File: config.mk
export PLATFORM = sky130hd
export DESIGN_NAME = multdiv_sequencer
export DESIGN_NICKNAME = d
export VERILOG_FILES = /design/src/rtl/multdiv_sequencer.sv
export SDC_FILE = /design/constraint.sdc
export NUM_CORES = 1
export LEC_CHECK = 0
export CAP_MARGIN = 10
export CORE_AREA = 5 5 130 101
export DETAILED_ROUTE_END_ITERATION = 12
export DIE_AREA = 0 0 135 106
export GPL_TIMING_DRIVEN = 0
export PLACE_DENSITY = 0.86
export SLEW_MARGIN = 0
export SYNTH_ARGS = -nofsm -noshare
export SYNTH_HDL_FRONTEND = slang
export SYNTH_SLANG_ARGS = --single-unit
File: constraint.sdc
create_clock -name clock -period 7.76 [get_ports clock]
set_input_delay 1.552 -clock clock [delete_from_list [all_inputs] [get_ports clock]]
set_output_delay 1.552 -clock clock [all_outputs]
set_load 0.1 [all_outputs]
File: src/rtl/multdiv_sequencer.sv
// Sequencer for the multi-cycle multiply/divide unit in the execute stage.
// Captures a MUL/DIV from D/X and issues one start pulse to the unit.
// Stalls the pipeline front until md_ready arrives or the watchdog expires.
// Then presents a single registered writeback record for one cycle.
module multdiv_sequencer #(
  parameter int unsigned TIMEOUT    = 40,
  parameter int unsigned STATUS_MUL = 4,
  parameter int unsigned STATUS_DIV = 5
) (
  input  logic        clock,
  input  logic        reset,
  input  logic [31:0] dx_ir,
  input  logic [31:0] dx_a,
  input  logic [31:0] dx_b,
  input  logic [31:0] md_result,
  input  logic        md_ready,
  input  logic        md_exception,
  output logic [31:0] md_a,
  output logic [31:0] md_b,
  output logic        ctrl_mult,
  output logic        ctrl_div,
  output logic        stall,
  output logic        wb_valid,
  output logic [4:0]  wb_rd,
  output logic [31:0] wb_data,
  output logic        wb_exception
);

  localparam int unsigned CNT_W = 6;
  localparam logic [4:0] OPC_RTYPE = 5'd0;
  localparam logic [4:0] ALU_MUL   = 5'd6;
  localparam logic [4:0] ALU_DIV   = 5'd7;
  localparam logic [4:0] RD_STATUS = 5'd30;
  localparam logic [CNT_W-1:0] CNT_LAST = CNT_W'(TIMEOUT - 1);

  typedef enum logic [1:0] {IDLE, START, BUSY, DONE} state_t;

  state_t           r_state;
  logic             r_is_div;
  logic [4:0]       r_rd;
  logic [CNT_W-1:0] r_cnt;
  logic             r_stall;
  logic [31:0]      r_md_a;
  logic [31:0]      r_md_b;
  logic             r_ctrl_mult;
  logic             r_ctrl_div;
  logic             r_wb_valid;
  logic [4:0]       r_wb_rd;
  logic [31:0]      r_wb_data;
  logic             r_wb_exc;

  logic        w_is_mul;
  logic        w_is_div;
  logic        w_is_md;
  logic [31:0] w_status;
  logic        w_unused_ir;

  // Instruction decode of the D/X latch (only acted on in IDLE)
  assign w_is_mul = (dx_ir[31:27] == OPC_RTYPE) && (dx_ir[6:2] == ALU_MUL);
  assign w_is_div = (dx_ir[31:27] == OPC_RTYPE) && (dx_ir[6:2] == ALU_DIV);
  assign w_is_md  = w_is_mul | w_is_div;
  assign w_unused_ir = ^{dx_ir[21:7], dx_ir[1:0]};

  // rstatus code for the latched operation type
  assign w_status = r_is_div ? 32'(STATUS_DIV) : 32'(STATUS_MUL);

  // Stall is combinational only for the IDLE decode cycle; otherwise registered
  assign stall = ~reset & (r_stall | ((r_state == IDLE) & w_is_md));

  assign md_a         = r_md_a;
  assign md_b         = r_md_b;
  assign ctrl_mult    = r_ctrl_mult;
  assign ctrl_div     = r_ctrl_div;
  assign wb_valid     = r_wb_valid;
  assign wb_rd        = r_wb_rd;
  assign wb_data      = r_wb_data;
  assign wb_exception = r_wb_exc;

  // Sequencer FSM with registered outputs
  always_ff @(posedge clock or posedge reset) begin
    if (reset) begin
      r_state     <= IDLE;
      r_is_div    <= 1'b0;
      r_rd        <= '0;
      r_cnt       <= '0;
      r_stall     <= 1'b0;
      r_md_a      <= '0;
      r_md_b      <= '0;
      r_ctrl_mult <= 1'b0;
      r_ctrl_div  <= 1'b0;
      r_wb_valid  <= 1'b0;
      r_wb_rd     <= '0;
      r_wb_data   <= '0;
      r_wb_exc    <= 1'b0;
    end else begin
      r_ctrl_mult <= 1'b0;
      r_ctrl_div  <= 1'b0;
      r_wb_valid  <= 1'b0;
      case (r_state)
        IDLE: begin
          if (w_is_md) begin
            r_md_a      <= dx_a;
            r_md_b      <= dx_b;
            r_rd        <= dx_ir[26:22];
            r_is_div    <= w_is_div;
            r_cnt       <= '0;
            r_ctrl_mult <= w_is_mul;
            r_ctrl_div  <= w_is_div;
            r_stall     <= 1'b1;
            r_state     <= START;
          end
        end
        START: begin
          r_state <= BUSY;
        end
        BUSY: begin
          r_cnt <= r_cnt + CNT_W'(1);
          if (md_ready) begin
            r_stall <= 1'b0;
            r_state <= DONE;
            if (md_exception) begin
              r_wb_valid <= 1'b1;
              r_wb_rd    <= RD_STATUS;
              r_wb_data  <= w_status;
              r_wb_exc   <= 1'b1;
            end else begin
              r_wb_valid <= (r_rd != 5'd0);
              r_wb_rd    <= r_rd;
              r_wb_data  <= md_result;
              r_wb_exc   <= 1'b0;
            end
          end else if (r_cnt == CNT_LAST) begin
            r_stall    <= 1'b0;
            r_state    <= DONE;
            r_wb_valid <= 1'b1;
            r_wb_rd    <= RD_STATUS;
            r_wb_data  <= w_status;
            r_wb_exc   <= 1'b1;
          end
        end
        DONE: begin
          r_wb_rd   <= '0;
          r_wb_data <= '0;
          r_wb_exc  <= 1'b0;
          r_state   <= IDLE;
        end
        default: r_state <= IDLE;
      endcase
    end
  end

endmodule

==> flow_metrics.py, run 1 <==
metrics = {
    "status": {
        "status": "finished clean",
    },
    "grt": {
        "globalRoute.totalOverflow": 0,
        "grt_pass1_vias": 4665,
        "grt_pass1_wl_mm": 23.0,
        "grt_max_degree": 80,
        "grtUsageTotal_pct": 20.2,
        "antenna_found_initial": 0,
    },
    "timing": {
        "setup_viol": 0,
        "tns_ns": 0,
        "min_period_over_period_pct": 80.2,
        "final.min_clock_period_ns": 6.22,
        "hold_viol": 0,
        "rsz0062_at_grt": "false",
        "skew_ns": 0.00931,
        "final-max-slew-violation-count": 0,
        "worst_pin_slew_ns": 1.03,
        "slew_headroom_pct": 31.1,
        "timing.hold.ws_ns": 0.464,
        "clock.fmax_mhz": 161,
    },
    "cells_and_area": {
        "mostFrequentLayoutCells": "nand2_1, clkdlybuf4s50_1, dfrtp_1",
        "antenna_cells": 0,
        "final_layout_size_suffix_gt1_share_pct": 6.16,
        "final_common_cell": "nand2_1",
        "fin_nets": 902,
        "n_fill_cell": 879,
        "area_growth_syn_to_layout_pct": 61.4,
    },
    "detailed_routing": {
        "drc_errors": 0,
        "drt-initial-drc-count": 229,
        "wire_per_inst_um": 15.1,
        "postRouteAntennaNets": 0,
        "via_count": 4435,
        "vias_per_cell": 4.69,
        "routed_wl_mm": 14.3,
        "dr.pass1.iters": 4,
    },
    "worst_setup_path": {
        "critPathMaxFanout": 10,
        "critical_path_arrival_ns": 4.67,
        "reg2reg_to": "r_cnt[3]",
        "endpoint_kind": "output pin",
        "r2r_cells": 6,
        "startpoint_type": "input port",
        "reg2reg_slack_ns": 5.37,
        "regToRegStartpoint": "r_state[0]",
        "crit_required_ns": 6.21,
        "path_class": "in2out",
    },
    "synthesis": {
        "synth_area_um2": 5000,
        "yosys.area.top_type_share_pct": 60.1,
        "synth_cells": 526,
        "synth_cell_types": 40,
        "synth_fp_nets": 662,
        "synth.avg_cell_area_um2": 9.50,
        "yosysSeqAreaShare_pct": 60.1,
        "synth_top_area_cell": "dfrtp_1",
        "synth_warnings": 0,
        "synth_area_leaders": "dfrtp_1, nand2_1, mux2i_1",
        "synth-seq-cells": 120,
    },
    "clock_tree": {
        "clk_latency_ns": 0.41,
        "hold_buffers": 0,
        "cts_buffers": 17,
        "cts_root_buf": "clkbuf_16",
        "htreeDepth": 4,
        "clock-sinks": 120,
        "cts_resized": 0,
        "clk_pin_slew_ns": 0.05,
        "cts_setup_buffers": 0,
        "cts_buffer_depth": 2,
        "cts_tree": "done",
    },
    "power_and_ir_drop": {
        "leakagePower_uw": 0.00386,
        "powerDensity_nw_per_um2": 396,
        "ir_worst_vdd_mv": 0.206,
    },
    "die": {
        "coreArea_um2": 11900,
        "pin_count": 238,
        "dieHeight_um": 106,
        "dieArea_um2": 14300,
        "initial_core_util_pct": 42.1,
        "fp.dieW_um": 135,
        "num_rows": 35,
    },
    "min_path": {
        "hold_path.class": "reg2reg",
        "min_path_cells": 2,
        "hold_path.startpoint": "md_a[19]",
        "worst_hold_path.endpoint": "md_a[19]",
    },
    "place": {
        "place_congestion": 0.773,
        "hpwl_mm": 10.6,
        "numPortBuffers": 220,
    },
    "flow_run": {
        "max_cap_viol_count": 0,
    },
}
synthesized netlist by cell type (all sizes together):
master	count
ha	4
nor3	2
a22o	1
nand2b	1
nand2	243
nand4b	1
and3	3
or4	2
nor3b	1
mux2i	35
buf	6
dfrtp	120
a41oi	1
inv	41
o211ai	1
a21oi	3
o21ai	5
a221o	2
a32o	2
o22a	1
o2bb2ai	1
nor2	11
mux2	3
a211o	2
a211oi	1
and2	1
or2	1
clkbuf	19
o22ai	1
nand4bb	1
a2111oi	1
or3	1
nand3	4
a22oi	1
nor4	2
a21o	1
layer usage:
layer  up-vias  wire, µm  global-route usage, %
met5         -         0                      0
met4         0       220                   6.47
met3        22      1420                   8.14
met2       188      6910                   33.8
met1      2093      5740                   23.9
li1       2132         -                      -
through the flow:
stage	instances	instance area (µm²)	worst slack (ns)	utilization (%)	power, µW
CTS	945	8070	1.51	68.0	3210
floorplan	526	5000	2.34	-	1980
detailed placement	913	7440	1.51	62.7	2370
global placement	912	7410	1.43	62.4	2330
global route	945	8070	1.36	68.0	3310
finish	945	8070	1.54	68.0	3190
how the worst max path moves through the flow:
stage	startpoint	endpoint	slack (ns)
2_1_floorplan	dx_ir[28]	stall	2.34
3_3_place_gp	reset	md_a[23]	1.43
3_5_place_dp	dx_ir[28]	stall	1.51
4_1_cts	dx_ir[28]	stall	1.51
5_1_grt	dx_ir[6]	stall	1.36
6_report	dx_ir[28]	stall	1.54
flip-flops by register name, indices dropped and copies added (netlist names), 2 cells and up:
| name | flops |
|---|---|
| md_a | 32 |
| md_b | 32 |
| r_cnt | 6 |
| r_rd | 5 |
| r_state | 2 |
| wb_data | 32 |
| wb_rd | 5 |
cell families after synthesis:
group	synth area share, %
AND/OR/NAND/NOR	22.1
multiplexers	7.69
AO/OA/AOI/OAI	3.83
flip-flops	60.1
buffers and inverters	5.23
adder cells (fa/ha/maj)	1.00
critical path, cell delays in order:
cell	delay (ns)
clkdlybuf4s50_1	0.41
or3_4	0.42
nor4_4	0.52
clkbuf_1	0.39
nor2_1	0.12
nor2_1	0.11
clkdlybuf4s50_1	1.14
where the power goes:
group / switching (µW) / total [µW] / internal [µW]
registers: 88.6 / 846 / 758
clock network: 291 / 830 / 540
logic: 1110 / 1510 / 403
final cells by class:
cell class                 count  area, µm²  area share [%]
buffer                        25        108            1.33
clock buffer                  18        429            5.32
clock inverter                14        198            2.45
inverter                      41        159            1.97
multi-input combinational    340       1730            21.5
sequential                   120       3000            37.2
tap                          166        208            2.58
timing repair buffer         221       2230            27.6
Note: power is estimated with default switching activity, not from simulation.
==> run 2: changes to the inputs <==
CORE_AREA = 5 5 141 109   (was 5 5 130 101)
DIE_AREA = 0 0 146 114   (was 0 0 135 106)
PLACE_DENSITY = 0.78   (was 0.86)
clock period = 5.6 ns   (was 7.76 ns; I/O delays follow)
==> flow_metrics.py, run 2 (same netlist as run 1, synthesis figures left out) <==
metrics = {
    "power_and_ir_drop": {
        "comb_power_share_pct": 47.6,
        "leakagePower_uw": 0.00387,
        "powerDensity_nw_per_um2": 544,
        "p_int_uw": 2350,
        "p_switching_uw": 2050,
        "seqPwrFrac_pct": 26.3,
        "switching_share_pct": 46.6,
        "power_frac_clock_pct": 26.0,
        "ir_worst_vdd_mv": 0.230,
    },
    "flow_run": {
        "max_cap_viol_count": 0,
    },
    "worst_setup_path": {
        "reg2reg_slack_ns": 3.11,
        "reg2reg_to": "r_stall",
        "r2r_cells": 7,
        "critical_path_arrival_ns": 3.94,
        "endpoint_kind": "output pin",
        "regToRegStartpoint": "r_state[0]",
        "startpoint_type": "input port",
        "path_class": "in2out",
        "critPathMaxFanout": 10,
        "crit_required_ns": 4.48,
    },
    "clock_tree": {
        "cts_setup_buffers": 0,
        "clk_latency_ns": 0.40,
        "clock-sinks": 120,
        "hold_buffers": 0,
        "cts_buffer_depth": 2,
        "cts_root_buf": "clkbuf_16",
        "htreeDepth": 4,
        "cts_tree": "done",
        "clk_pin_slew_ns": 0.05,
        "cts_buffers": 17,
    },
    "grt": {
        "grtUsageTotal_pct": 16.5,
        "antenna_found_initial": 0,
        "gr-max-usage-layer": "met2",
        "use_met1_pct": 20.9,
        "met2_usage_pct": 25.4,
        "grt_pass1_wl_mm": 21.9,
        "globalRoute.totalOverflow": 0,
        "grt_pass1_vias": 4305,
        "use_met3_pct": 7.78,
        "grt_max_degree": 79,
    },
    "place": {
        "hpwl_mm": 10.0,
        "place_congestion": 0.787,
        "postPlaceCellArea_um2": 7460,
        "dp_slack_ns": 0.0816,
        "numPortBuffers": 220,
    },
    "min_path": {
        "worst_hold_path.endpoint": "md_a[18]",
        "min_path_cells": 2,
        "hold_path.class": "reg2reg",
        "hold_path.startpoint": "md_a[18]",
    },
    "timing": {
        "timing.hold.ws_ns": 0.459,
        "clock.fmax_mhz": 198,
        "tns_ns": 0,
        "fin_ws_ns": 0.543,
        "slew_headroom_pct": 32.3,
        "hold_viol": 0,
        "final-max-slew-violation-count": 0,
        "skew_ns": 0.0100,
        "setup_viol": 0,
        "rsz0062_at_grt": "false",
        "worst_pin_slew_ns": 1.01,
        "min_period_over_period_pct": 90.3,
        "final.min_clock_period_ns": 5.06,
    },
    "cells_and_area": {
        "mostFrequentLayoutCells": "nand2_1, clkdlybuf4s50_1, dfrtp_1",
        "multiInputGateArea_um2": 1730,
        "final_layout_size_suffix_gt1_share_pct": 6.29,
        "final_common_cell": "nand2_1",
        "stdcell_area_um2": 8090,
        "regArea_um2": 3000,
        "utilization_pct": 57.7,
        "area_growth_syn_to_layout_pct": 61.9,
        "n_fill_cell": 1209,
        "antenna_cells": 0,
        "fin_nets": 902,
    },
    "detailed_routing": {
        "routed_wl_mm": 13.7,
        "drc_errors": 0,
        "dr.pass1.iters": 4,
        "vias_per_cell": 4.46,
        "drt-initial-drc-count": 164,
        "wire_per_inst_um": 14.3,
        "via_count": 4277,
        "postRouteAntennaNets": 0,
    },
    "status": {
        "status": "finished clean",
    },
    "die": {
        "dieArea_um2": 16600,
        "pin_count": 238,
        "dieHeight_um": 114,
        "num_rows": 38,
        "fp.dieW_um": 146,
        "initial_core_util_pct": 35.6,
        "coreArea_um2": 14000,
    },
}
## run 2: cell type report
type / count / share of cell area [%]
flip-flops and latches: 120 / 37.1
inverters: 41 / 1.97
multi-input cells: 340 / 21.4
repair buffers: 221 / 27.6
plain buffers: 25 / 1.33
clock inverters: 12 / 2.00
clock buffers: 20 / 5.77
well taps: 180 / 2.79
## run 2: power by group through the flow
stage / clock network, µW / logic [µW] / registers, µW
floorplan: 0 / 491 / 2250
global placement: 0 / 2080 / 1170
detailed placement: 0 / 2100 / 1170
CTS: 1170 / 2110 / 1160
global route: 1210 / 2180 / 1190
finish: 1150 / 2090 / 1160
## run 2: what timing repair did
action                                 CTS  global route
gates resized for setup                  0             1
setup endpoints to repair                0             1
endpoints found under the hold margin    0             0
## run 2: layer usage
metal	vias up	wire (µm)
met5	-	0
met1	1972	6090
met3	8	1450
li1	2133	-
met2	164	6040
met4	0	95
## run 2: worst max path at each step
| stage | startpoint | end | slack (ns) | cells after the start |
|---|---|---|---|---|
| global route | dx_ir[6] | stall | 0.32 | 7 |
| finish | dx_ir[28] | stall | 0.54 | 7 |
| detailed placement | dx_ir[28] | stall | 0.08 | 7 |
| global placement | reset | md_b[13] | -0.63 | 2 |
| CTS | dx_ir[28] | stall | 0.07 | 7 |
| floorplan | dx_ir[28] | stall | 1.04 | 5 |
## run 2: worst max-delay path, stage by stage
cell	delay [ns]
clkdlybuf4s50_1	0.40
or3_4	0.41
nor4_4	0.58
clkbuf_1	0.43
nor2_1	0.14
nor2_1	0.11
dlymetal6s2s_1	0.75
## run 2: through the flow
stage	total power [µW]	instances
floorplan	2740	526
global placement	3250	926
detailed placement	3280	927
CTS	4440	959
global route	4580	959
finish	4400	959
